### config.mk
export PLATFORM = sky130hd
export DESIGN_NAME = inv_chain_delay_monitor
export DESIGN_NICKNAME = d
export VERILOG_FILES = /design/src/rtl/inv_mon_pkg.sv /design/src/rtl/inv_mon_sync.sv /design/src/rtl/inv_chain_delay_monitor.sv
export SDC_FILE = /design/constraint.sdc
export NUM_CORES = 1
export LEC_CHECK = 0
export ABC_AREA = 1
export BUFFER_PORTS_ARGS = -buffer_cell sky130_fd_sc_hd__buf_4
export CAP_MARGIN = 10
export CORE_ASPECT_RATIO = 1.1
export CORE_UTILIZATION = 65
export CTS_CLUSTER_DIAMETER = 100
export CTS_CLUSTER_SIZE = 24
export DETAILED_ROUTE_END_ITERATION = 8
export PLACE_DENSITY_LB_ADDON = 0.05
export SETUP_SLACK_MARGIN = 0.3
export SYNTH_ARGS = -nofsm -noshare
export SYNTH_HDL_FRONTEND = slang
export SYNTH_HIERARCHICAL = 1
export SYNTH_SLANG_ARGS = --single-unit
### constraint.sdc
create_clock -name i_clk -period 3.4 [get_ports i_clk]
set_input_delay 0.51 -clock i_clk [delete_from_list [all_inputs] [get_ports i_clk]]
set_output_delay 0.51 -clock i_clk [all_outputs]
set_load 0.02 [all_outputs]
### src/rtl/inv_mon_pkg.sv
// Shared types and elaboration helpers for the inverter-chain delay monitor.
`timescale 1ns/1ps
package inv_mon_pkg;

  typedef enum logic [2:0] {
    ST_IDLE,
    ST_ARM,
    ST_LAUNCH,
    ST_COUNT,
    ST_ACCUM,
    ST_DONE
  } mon_state_t;

  function automatic int clog2(input int n);
    int r;
    r = 0;
    for (int i = 0; i < 31; i++) begin
      if ((1 << i) < n) r = i + 1;
    end
    return r;
  endfunction

  // Accumulator width: one per-sample count plus headroom for N_SAMPLES adds.
  function automatic int sum_width(input int cnt_w, input int n_samples);
    return cnt_w + clog2(n_samples);
  endfunction

endpackage

### src/rtl/inv_mon_sync.sv
// Multi-flop synchronizer bringing the asynchronous chain far end into clk.
`timescale 1ns/1ps
module inv_mon_sync #(
  parameter int STAGES = 2
) (
  input  logic i_clk,
  input  logic i_rn,
  input  logic i_d,
  output logic o_q
);

  logic [STAGES-1:0] r_sync;

  always_ff @(posedge i_clk or negedge i_rn) begin
    if (!i_rn) begin
      r_sync <= '0;
    end else begin
      r_sync <= {r_sync[STAGES-2:0], i_d};
    end
  end

  assign o_q = r_sync[STAGES-1];

endmodule

### src/rtl/inv_chain_delay_monitor.sv
// Launches edges into an external inverter chain, times their arrival and averages N_SAMPLES.
// Optional MIN_DLY/MAX_DLY outputs are built when MON_MINMAX_EN is defined.
`timescale 1ns/1ps
module inv_chain_delay_monitor
  import inv_mon_pkg::*;
#(
  parameter int CNT_W       = 12,
  parameter int N_SAMPLES   = 4,
  parameter int SYNC_STAGES = 2,
  parameter int CHAIN_INV   = 1,
  parameter int TIMEOUT     = 4095
) (
  input  logic             i_clk,
  input  logic             i_rn,
  inout  wire              io_vdd,
  inout  wire              io_vss,
  input  logic             i_start,
  input  logic             i_ret,
  output logic             o_launch,
  output logic             o_busy,
  output logic             o_valid,
  output logic             o_err,
  output logic [CNT_W-1:0] o_result
`ifdef MON_MINMAX_EN
  ,
  output logic [CNT_W-1:0] o_min_dly,
  output logic [CNT_W-1:0] o_max_dly
`endif
);

  localparam int LOG2N = clog2(N_SAMPLES);
  localparam int SUM_W = sum_width(CNT_W, N_SAMPLES);
  localparam int IDX_W = (LOG2N < 1) ? 1 : LOG2N;
  localparam logic [IDX_W-1:0] LAST_IDX = IDX_W'(N_SAMPLES - 1);
  localparam logic [CNT_W-1:0] TMO = CNT_W'(TIMEOUT);
  localparam logic L_INV = (CHAIN_INV != 0);

  mon_state_t       r_state;
  logic             r_launch;
  logic             r_busy;
  logic             r_valid;
  logic             r_err;
  logic [CNT_W-1:0] r_result;
  logic [CNT_W-1:0] r_cnt;
  logic [CNT_W-1:0] r_sample;
  logic [SUM_W-1:0] r_sum;
  logic [IDX_W-1:0] r_idx;

  logic             w_ret_s;
  logic             w_match;
  logic [CNT_W-1:0] w_cnt_inc;
  logic [SUM_W-1:0] w_sum_new;
  logic [CNT_W-1:0] w_avg;
  wire              w_unused_pwr = io_vdd ^ io_vss;

  inv_mon_sync #(
    .STAGES(SYNC_STAGES)
  ) u_sync (
    .i_clk(i_clk),
    .i_rn (i_rn),
    .i_d  (i_ret),
    .o_q  (w_ret_s)
  );

  // Chain has settled when the synchronized far end equals the launch level through the chain.
  assign w_match   = (w_ret_s == (r_launch ^ L_INV));
  assign w_cnt_inc = r_cnt + 1'b1;
  assign w_sum_new = r_sum + SUM_W'(r_sample);
  assign w_avg     = CNT_W'(w_sum_new >> LOG2N);

  always_ff @(posedge i_clk or negedge i_rn) begin
    if (!i_rn) begin
      r_state  <= ST_IDLE;
      r_launch <= 1'b0;
      r_busy   <= 1'b0;
      r_valid  <= 1'b0;
      r_err    <= 1'b0;
      r_result <= '0;
      r_cnt    <= '0;
      r_sample <= '0;
      r_sum    <= '0;
      r_idx    <= '0;
    end else begin
      r_valid <= 1'b0;
      case (r_state)
        ST_IDLE: begin
          if (i_start) begin
            r_state <= ST_ARM;
            r_busy  <= 1'b1;
            r_err   <= 1'b0;
            r_sum   <= '0;
            r_idx   <= '0;
            r_cnt   <= '0;
          end
        end
        ST_ARM: begin
          if (w_match) begin
            r_state <= ST_LAUNCH;
          end else if (w_cnt_inc == TMO) begin
            r_state <= ST_DONE;
            r_err   <= 1'b1;
            r_valid <= 1'b1;
          end else begin
            r_cnt <= w_cnt_inc;
          end
        end
        ST_LAUNCH: begin
          r_launch <= ~r_launch;
          r_cnt    <= '0;
          r_state  <= ST_COUNT;
        end
        ST_COUNT: begin
          // r_cnt holds the edges elapsed since the toggle, so a loopback reads SYNC_STAGES.
          if (w_match) begin
            r_sample <= r_cnt;
            r_state  <= ST_ACCUM;
          end else if (w_cnt_inc == TMO) begin
            r_state <= ST_DONE;
            r_err   <= 1'b1;
            r_valid <= 1'b1;
          end else begin
            r_cnt <= w_cnt_inc;
          end
        end
        ST_ACCUM: begin
          r_sum <= w_sum_new;
          if (r_idx == LAST_IDX) begin
            r_state  <= ST_DONE;
            r_valid  <= 1'b1;
            r_result <= w_avg;
          end else begin
            r_idx   <= r_idx + 1'b1;
            r_cnt   <= '0;
            r_state <= ST_ARM;
          end
        end
        ST_DONE: begin
          r_busy  <= 1'b0;
          r_state <= ST_IDLE;
        end
        default: begin
          r_state <= ST_IDLE;
        end
      endcase
    end
  end

  assign o_launch = r_launch;
  assign o_busy   = r_busy;
  assign o_valid  = r_valid;
  assign o_err    = r_err;
  assign o_result = r_result;

`ifdef MON_MINMAX_EN
  logic [CNT_W-1:0] r_min;
  logic [CNT_W-1:0] r_max;
  logic [CNT_W-1:0] r_min_dly;
  logic [CNT_W-1:0] r_max_dly;
  logic [CNT_W-1:0] w_min_new;
  logic [CNT_W-1:0] w_max_new;

  assign w_min_new = (r_sample < r_min) ? r_sample : r_min;
  assign w_max_new = (r_sample > r_max) ? r_sample : r_max;

  // Published values follow RESULT: only a complete, error-free run updates them.
  always_ff @(posedge i_clk or negedge i_rn) begin
    if (!i_rn) begin
      r_min     <= '0;
      r_max     <= '0;
      r_min_dly <= '0;
      r_max_dly <= '0;
    end else if (r_state == ST_IDLE && i_start) begin
      r_min <= '1;
      r_max <= '0;
    end else if (r_state == ST_ACCUM) begin
      r_min <= w_min_new;
      r_max <= w_max_new;
      if (r_idx == LAST_IDX) begin
        r_min_dly <= w_min_new;
        r_max_dly <= w_max_new;
      end
    end
  end

  assign o_min_dly = r_min_dly;
  assign o_max_dly = r_max_dly;
`endif

endmodule

==> flow_metrics.env <==
export IMPL_synth_top_area_frac=0.456
export IMPL_worst_slew_pin_slew_ns=1.10
export IMPL_cts_tree="built"
export IMPL_synth_seq_cells=61
export IMPL_p_leak_nw=1.99
export IMPL_synth_most_common_cell="nand2_1"
export IMPL_die_h_um=77.2
export IMPL_hold_viol_final=0
export IMPL_worstSetupPathType="reg2reg"
export IMPL_initial_core_util=0.674
export IMPL_post_cts_resized=0
export IMPL_synthToLayoutAreaGrowth_pct=11.4
export IMPL_r2r_end="o_result[1]"
export IMPL_portBuffers=19
export IMPL_dieArea_sq_um=5440
export IMPL_dr_total_vias=2886
export IMPL_clkLatencyLatePin_ns=0.35
export IMPL_r2r_start="r_state[1]"
export IMPL_cts_buffer_depth=2
export IMPL_fmax_ghz=0.454
export IMPL_untimed_endpoints=2
export IMPL_yosysWarnings=6
export IMPL_setup_violations=0
export IMPL_hold_buffers=0
export IMPL_via_per_inst=5.66
export IMPL_setup_slack_ns=1.20
export IMPL_fin_tns_setup_ns=0
export IMPL_placementRows=27
export IMPL_synth_distinct_cells=28
export IMPL_start_kind="register"
export IMPL_grt_max_degree=62
export IMPL_cts_sinks=61
export IMPL_path_max_fanout=16
export IMPL_synth_edf_count=0
export IMPL_drtIter0Drc=219
export IMPL_grt_setup_unrepaired="false"
export IMPL_reg2reg_depth=9
export IMPL_netlist_instances=424
export IMPL_dr_pass1_iters=4
export IMPL_p_per_area_nw_per_um2=553
export IMPL_status="complete, no violations"
export IMPL_fin_crit_sh=0.647
export IMPL_grt_overflow_total=0
export IMPL_die_w_um=70.4
export IMPL_reg2reg_slack_ns=1.20
export IMPL_syn_avg_cell_area_sq_um=7.89
export IMPL_async_reset_ff_frac=1.00
export IMPL_yosys_area_top_type="dfrtp_1"
export IMPL_ys_top_cells_by_count="145 x nand2_1, 61 x dfrtp_1, 37 x inv_1"
export IMPL_synthTopCellsByArea="dfrtp_1 46%, nand2_1 16%, ha_1 5.6%"
export IMPL_first_global_vias=2774
export IMPL_postCtsSetupBuffers=0
export IMPL_maxSlewViolCount=0
export IMPL_synth_seq_area_share=0.456
export IMPL_drive_gt1_frac=0.106
export IMPL_fin_crit_ns=2.20
export IMPL_crit_arrival_ns=2.41
export IMPL_cts_htree_levels=3
export IMPL_dp_slack_ns=1.22
export IMPL_ir_worst_vdd_v=0.000549
export IMPL_nFillCells=366
export IMPL_critPathCaptureType="register"
export IMPL_ioPinCount=22
export IMPL_ant_nets=0
export IMPL_core_area_sq_um=4970
export IMPL_required_ns=3.61
export IMPL_maxSlewHeadroom=0.262
export IMPL_antenna_found_initial=0
export IMPL_drt_total_wl_um=7110
export IMPL_synth_nets=446
export IMPL_diodes=0
export IMPL_synth_top_flop_cell="dfrtp_1"
export IMPL_grt_util_all_layers=0.294
export IMPL_fin_worst_skew_ns=0.00516
export IMPL_clk_pin_slew_ns=0.06
export IMPL_num_nets_final=471
export IMPL_root_buffer="clkbuf_8"
export IMPL_cts_buffers_inserted=9
export IMPL_grt_pass1_wl_um=12300
export IMPL_synth_area_sq_um=3350
export IMPL_drv_cap=0
export IMPL_routedWlPerCell_um=13.9
export IMPL_drc=0
export IMPL_hold_path_class="in2async"
export IMPL_hpwl_um=5160
export IMPL_gp_routability_congestion=0.876
==> metrics by stage <==
stage | hold slack, ns | utilization | cell area, sq um | instances | power, W
final | 0.228 | 0.751 | 3730 | 510 | 0.00206
after global routing | 0.256 | 0.751 | 3730 | 510 | 0.00219
after global placement | 0.334 | 0.714 | 3540 | 496 | 0.00144
after CTS | 0.254 | 0.751 | 3730 | 510 | 0.00206
after floorplan | 0.214 | - | 3350 | 424 | 0.00131
after detailed placement | 0.348 | 0.714 | 3540 | 496 | 0.00146
==> how the worst max path moves through the flow <==
stage	cells after the start	slack, ns	end	from
after floorplan	10	1.50	r_sum[13]	r_sample[2]
after global placement	9	1.26	o_result[1]	r_state[1]
after detailed placement	9	1.22	o_result[1]	r_state[1]
after CTS	9	1.15	o_result[1]	r_state[1]
after global routing	9	0.91	o_result[1]	r_state[1]
final	9	1.20	o_result[1]	r_state[1]
==> cells by family after synthesis <==
| group | after synthesis | share of synthesized area |
|---|---|---|
| flops | 61 | 0.456 |
| xor+xnor | 10 | 0.0262 |
| compound gates | 48 | 0.0815 |
| fa+ha+maj | 16 | 0.0621 |
| simple gates | 243 | 0.319 |
| buf+inv | 46 | 0.0553 |
==> metal layers <==
metal / up-vias / wire length [um] / part of all wire / global-route usage
met1: 1367 / 3120 / 0.44 / 0.356
li1: 1443 / - / - / -
met5: - / 0 / 0 / 0
met2: 59 / 3560 / 0.50 / 0.495
met3: 17 / 277 / 0.039 / 0.0723
met4: 0 / 158 / 0.022 / 0.128
==> critical path, stage by stage, from the launching register on <==
cell and delay, ns:
dfrtp_1 0.44, nor2_1 0.11, inv_1 0.07, nor2_1 0.31
inv_1 0.19, nor2_1 0.27, buf_4 0.23, inv_1 0.23
nand2_1 0.11, o21ai_0 0.09
==> cells in the final DEF (no fill, tap or decap), types with 3 or more instances in the layout <==
master and count:
nand2_1 145, dfrtp_1 61, inv_1 37, nand3_1 32
nor2_1 31, buf_4 23, o21ai_0 22, nand4_1 16
a21oi_1 15, ha_1 15, clkbuf_8 13, xor2_1 6
nor3_1 5, o21a_1 4, xnor2_1 4, a22o_1 4
nor2_2 3, nand3b_1 3
==> sequential cells by signal, summed over array words and instances, names as in the netlist <==
name,cells
o_busy,1
o_err,1
o_launch,1
o_result,12
o_valid,1
r_cnt,12
r_idx,2
r_sample,12
r_state,3
r_sum,14
u_sync/r_sync,2
==> final cells by class <==
| cell class | count | area (sq um) | area share |
|---|---|---|---|
| tap | 58 | 72.6 | 0.0195 |
| clock buffer | 13 | 179 | 0.0480 |
| timing repair buffer | 23 | 173 | 0.0463 |
| clock inverter | 1 | 5.00 | 0.00134 |
| sequential | 61 | 1530 | 0.409 |
| multi-input combinational | 317 | 1630 | 0.438 |
| inverter | 37 | 139 | 0.0372 |
==> where the power goes <==
group          internal, W  switching, W  leakage [nW]
sequential        0.000812     0.0000779         0.831
clock             0.000335      0.000273        0.0974
combinational     0.000178      0.000385          1.07
Power figures use the tool's default switching activity.
